<file path="config.mk">
export PLATFORM = sky130hd
export DESIGN_NAME = pc_sched
export DESIGN_NICKNAME = d
export VERILOG_FILES = /design/src/rtl/pc_sched.sv
export SDC_FILE = /design/constraint.sdc
export NUM_CORES = 1
export LEC_CHECK = 0
export CORE_AREA = 2 2 103 105
export CTS_BUF_LIST = sky130_fd_sc_hd__clkbuf_8
export CTS_CLUSTER_DIAMETER = 60
export DETAILED_ROUTE_END_ITERATION = 10
export DIE_AREA = 0 0 105 107
export PLACE_DENSITY = 0.81
export SLEW_MARGIN = 40
export SYNTH_ARGS = -nofsm -noshare
export SYNTH_HDL_FRONTEND = slang
export SYNTH_SLANG_ARGS = --single-unit
</file>
<file path="constraint.sdc">
create_clock -name clk -period 2.6 [get_ports clk]
set_clock_uncertainty 0.2 [all_clocks]
set_input_delay 0.39 -clock clk [delete_from_list [all_inputs] [get_ports clk]]
set_output_delay 0.39 -clock clk [all_outputs]
set_load 0.1 [all_outputs]
</file>
<file path="src/rtl/pc_sched.sv">
// Next-PC scheduler: picks the PC load value from trap, execute jump or stall each cycle.
// Decisions are combinational from state and inputs; the state and counters are registered.
module pc_sched #(
  parameter logic [31:0] BOOT_ADDR = 32'h0000_0000,
  parameter int          CNT_W     = 16
) (
  input  logic             clk,
  input  logic             rst,
  input  logic [31:0]      pc_addr_i,
  input  logic             trap_en_i,
  input  logic [31:0]      trap_addr_i,
  input  logic             ex_jump_en_i,
  input  logic [31:0]      ex_jump_addr_i,
  input  logic             hold_i,
  input  logic             ifetch_ready_i,
  output logic             jump_en_o,
  output logic [31:0]      jump_addr_o,
  output logic             flush_o,
  output logic             fetch_valid_o,
  output logic [1:0]       state_o,
  output logic [CNT_W-1:0] redirect_cnt_o,
  output logic [CNT_W-1:0] stall_cnt_o
);

  typedef enum logic [1:0] {
    BOOT = 2'd0,
    RUN  = 2'd1,
    PEND = 2'd2
  } state_t;

  state_t           state;
  logic [31:0]      pend_addr;
  logic [CNT_W-1:0] redirect_cnt;
  logic [CNT_W-1:0] stall_cnt;

  logic        redir;
  logic [31:0] tgt;
  logic        redirect_inc;
  logic        stall_inc;

  assign redir = trap_en_i | ex_jump_en_i;
  assign tgt   = trap_en_i ? trap_addr_i : ex_jump_addr_i;

  // A stall is realised by re-loading the current PC through the jump path.
  always_comb begin
    jump_en_o     = 1'b1;
    jump_addr_o   = pc_addr_i;
    flush_o       = 1'b0;
    fetch_valid_o = 1'b0;
    redirect_inc  = 1'b0;
    stall_inc     = 1'b0;
    case (state)
      RUN: begin
        if (redir) begin
          jump_addr_o  = ifetch_ready_i ? tgt : pc_addr_i;
          flush_o      = 1'b1;
          redirect_inc = 1'b1;
        end else if (hold_i || !ifetch_ready_i) begin
          stall_inc = 1'b1;
        end else begin
          jump_en_o     = 1'b0;
          fetch_valid_o = 1'b1;
        end
      end
      PEND: begin
        flush_o      = 1'b1;
        redirect_inc = redir;
        if (ifetch_ready_i) begin
          jump_addr_o = redir ? tgt : pend_addr;
        end else begin
          stall_inc = 1'b1;
        end
      end
      default: begin
        jump_addr_o = BOOT_ADDR;
        flush_o     = 1'b1;
      end
    endcase
  end

  always_ff @(posedge clk or posedge rst) begin
    if (rst) begin
      state     <= BOOT;
      pend_addr <= 32'h0;
    end else begin
      case (state)
        BOOT: state <= RUN;
        RUN: begin
          if (redir && !ifetch_ready_i) begin
            state     <= PEND;
            pend_addr <= tgt;
          end
        end
        PEND: begin
          // A newer redirect replaces the parked target.
          if (redir) pend_addr <= tgt;
          if (ifetch_ready_i) state <= RUN;
        end
        default: state <= BOOT;
      endcase
    end
  end

  always_ff @(posedge clk or posedge rst) begin
    if (rst) begin
      redirect_cnt <= '0;
      stall_cnt    <= '0;
    end else begin
      if (redirect_inc && (redirect_cnt != '1)) redirect_cnt <= redirect_cnt + 1'b1;
      if (stall_inc && (stall_cnt != '1))       stall_cnt    <= stall_cnt + 1'b1;
    end
  end

  assign state_o        = state;
  assign redirect_cnt_o = redirect_cnt;
  assign stall_cnt_o    = stall_cnt;

endmodule

</file>
==> impl_results.md <==
* Clk buf depth at 2
* Core ar. at 10100 sq um
* Layout cells sized above 1 at 0.243
* Combinational family with the most area after synthesis: simple AND/OR/NAND/NOR gates
* Syn nets at 642
* Outcome: complete, no violations
* Max Cap Violations at 0
* Final setup vio count at 0
* Hold Path Class: input port to asynchronous set/reset pin
* Sequential area share after synthesis at 0.360
* Sequential power share at 0.194
* Async SR Flop Fraction at 1.00
* P_sw at 0.00442 W
* VDD IR max at 0.000807 V
* Post-synth top area cell: dfrtp_1
* Row cnt at 37
* Initial Util at 0.454
* Comb pwr share at 0.677
* DPL Wire Length at 11.1 mm
* Largest net degree at the start of global routing at 37
* DIE WIDTH at 105 um
* Num Clock Sinks at 66
* CTS tree: built
* Most common cell after layout, fill and taps aside: clkdlybuf4s50_1
* Synth Area in Adders at 0.0164
* Fmax at 0.394 GHz
* DR vias at 4872
* PortBufs at 170
* Final hold slack at 0.242 ns
* Die area at 11200 sq um
* Post-synthesis simple-gate area fraction at 0.194
* Cts bufs inserted at 9
* Post-Syn Area per Cell at 8.59 sq um
* Post-synthesis xor/xnor area fraction at 0.0516
* Max FO, Critical Path at 6
* Power Density at 1110 nW/um^2
* Share of the synthesized area in the top cell type at 0.360
* Total gr overflow at 0
* Synthesized cell area at 4580 sq um
* Setup CP Type: flop to primary output
* Setup crit start: state_o[1]$_DFFE_PP0P_
* CTS Root Cell: clkbuf_8
* Total Routing Usage GR at 0.268
* Least-Margin Pin Slew at 0.606 ns
* Worst EP arrival at 1.95 ns
* Fin. max-slew vios at 0
* Leakage Power at 3.18 nW
* Fin nets at 811
* Clock slew at the register clock pins of the worst setup and hold paths at 0.08 ns
* Setup crit end: fetch_valid_o
* Worst r2r src: state_o[0]$_DFFE_PP0P_
* Yosys cell types at 48
* CP Data Required Time at 2.01 ns
* Reg2reg end: stall_cnt_o[14]$_DFFE_PP0P_
* Switch share at 0.523
* Setup crit start kind: flop
* Die Y at 107 um
* Wire length of the first global-routing pass at 24.5 mm
* Crit end category: primary output
* Syn Inst Count at 534
* Worst skew pair latency at 0.34 ns
* Clock power frac at 0.129
* Hold Vio Cnt, Final at 0
* Top FF cell, synth: dfrtp_1
* Synth Warn # at 0
* 1st-iter DRT viols at 265
* Post-synthesis mux area share at 0.148
* Yosys reg bits at 66
* Rel. slew slack at 0.595
* Number of synthesized flops with an enable pin at 0
* Fin crit period at 2.54 ns
* Period utilization at 0.977
* Finished Layout Cells at 844
* H-tree depth at 3
* I/O Pins at 171
* Worst reg2reg setup slack at 0.29 ns
* Vias in the first global route at 4966
* DRT Pass-1 Iters at 5
* Area contributors post-synth: dfrtp_1 (36%), mux2i_1 (14%), a21oi_1 (11%)
* Routability Congestion at 0.867
* Internal Dissipation at 0.00404 W
* Reg2reg path depth at 6
* Synth Area in Compound Gates at 0.184
* Routed WL per cell at 17.6 um
* Initial antenna violation count at 0
* # placed instances at 825
* DRT antenna net count at 0
* DRC at 0
* Routed WL at 14.9 mm
* Most frequent cells in the layout: clkdlybuf4s50_1 (98), a21oi_1 (97), nor2_1 (69), mux2i_1 (64), dfrtp_1 (64)
* Vias per cell at 5.77
* Synthesis-to-finish area growth at 65.6%
* Diodes inserted at 0
cell families (layout without fill, tap and decap cells):
kind of cell    Yosys count  count (layout)
mux                      67              67
xor+xnor                 27              27
simple gates            175             175
compound gates          146             146
flops                    66              66
fa+ha+maj                 6               6
buf+inv                  47             221
metal layers:
layer,track usage,part of all wire,up-vias
met2,0.468,0.50,196
met1,0.328,0.40,2349
met5,0,0,-
met3,0.0498,0.066,35
li1,-,-,2292
met4,0.101,0.029,0
critical path, cell delays in order (launching register included):
cell        delay, ns
dfrtp_2          0.45
inv_4            0.10
ha_4             0.17
nor3b_4          0.25
clkinvlp_4       0.13
or2_4            0.26
clkinvlp_4       0.08
buf_12           0.16
area by class of cell:
type | instances | area (sq um)
clock buffers | 11 | 151
clock inverters | 5 | 101
fillers | 756 | 2500
inverters | 8 | 40.0
multi-input cells | 421 | 3210
flip-flops and latches | 66 | 1650
well taps | 136 | 170
repair buffers | 197 | 2260
worst min-delay path by stage:
stage / from / end / slack [ns] / cells past startpoint
floorplan: pend_addr[31]$_DFFE_PP0P_ / pend_addr[31]$_DFFE_PP0P_ / 0.30 / 2
global route: rst / stall_cnt_o[6]$_DFFE_PP0P_ / 0.29 / 2
finish: rst / stall_cnt_o[6]$_DFFE_PP0P_ / 0.24 / 2
detailed placement: stall_cnt_o[15]$_DFFE_PP0P_ / stall_cnt_o[15]$_DFFE_PP0P_ / 0.29 / 1
CTS: rst / stall_cnt_o[6]$_DFFE_PP0P_ / 0.24 / 2
global placement: stall_cnt_o[15]$_DFFE_PP0P_ / stall_cnt_o[15]$_DFFE_PP0P_ / 0.28 / 1
registers in the layout, indices dropped and copies added (netlist names):
register and flops:
state_o 2, pend_addr 32, stall_cnt_o 16, redirect_cnt_o 16
timing repair:
item                       CTS  global route
setup endpoints to repair   33             2
hold buffers                 0             0
pin swaps                    0             0
buffers inserted             2             1
resized for setup            3             2
stage by stage:
step	cell area (sq um)	setup slack [ns]	power, W	util	setup TNS (ns)
detailed placement	7290	0.122	0.00732	0.722	0
floorplan	5100	-0.672	0.00560	-	-10.39
CTS	7570	0.0111	0.00848	0.750	0
finish	7590	0.0593	0.00846	0.752	0
global placement	7290	0.194	0.00720	0.722	0
global route	7590	-0.00598	0.00879	0.752	-0.00598
power groups by stage:
stage          Clock [W]  Sequential [W]  Combinational [W]
2_1_floorplan          0         0.00224            0.00336
3_3_place_gp           0         0.00161            0.00558
3_5_place_dp           0         0.00164            0.00568
4_1_cts          0.00111         0.00163            0.00574
5_1_grt          0.00114         0.00168            0.00597
6_report         0.00109         0.00164            0.00573
synthesized netlist by cell type, types with 2 or more instances:
master and number:
nor2_1 69, nor3_1 42, nand3_2 2, o31ai_1 3, mux2i_1 64, o211ai_1 2
dfrtp_1 66, and3_1 4, ha_1 6, nand2b_1 3, clkbuf_1 22, xor2_1 23
buf_2 9, nor4_4 2, o22ai_1 33, buf_1 3, nand2_1 16, a31oi_1 2
and4_1 2, nand4_1 5, or2_1 2, nand3_1 6, nor3b_1 2, or3_1 2
inv_1 8, nor4_1 12, buf_4 4, xnor2_1 4, a21oi_1 97
Note: power is estimated with default switching activity, not from simulation.
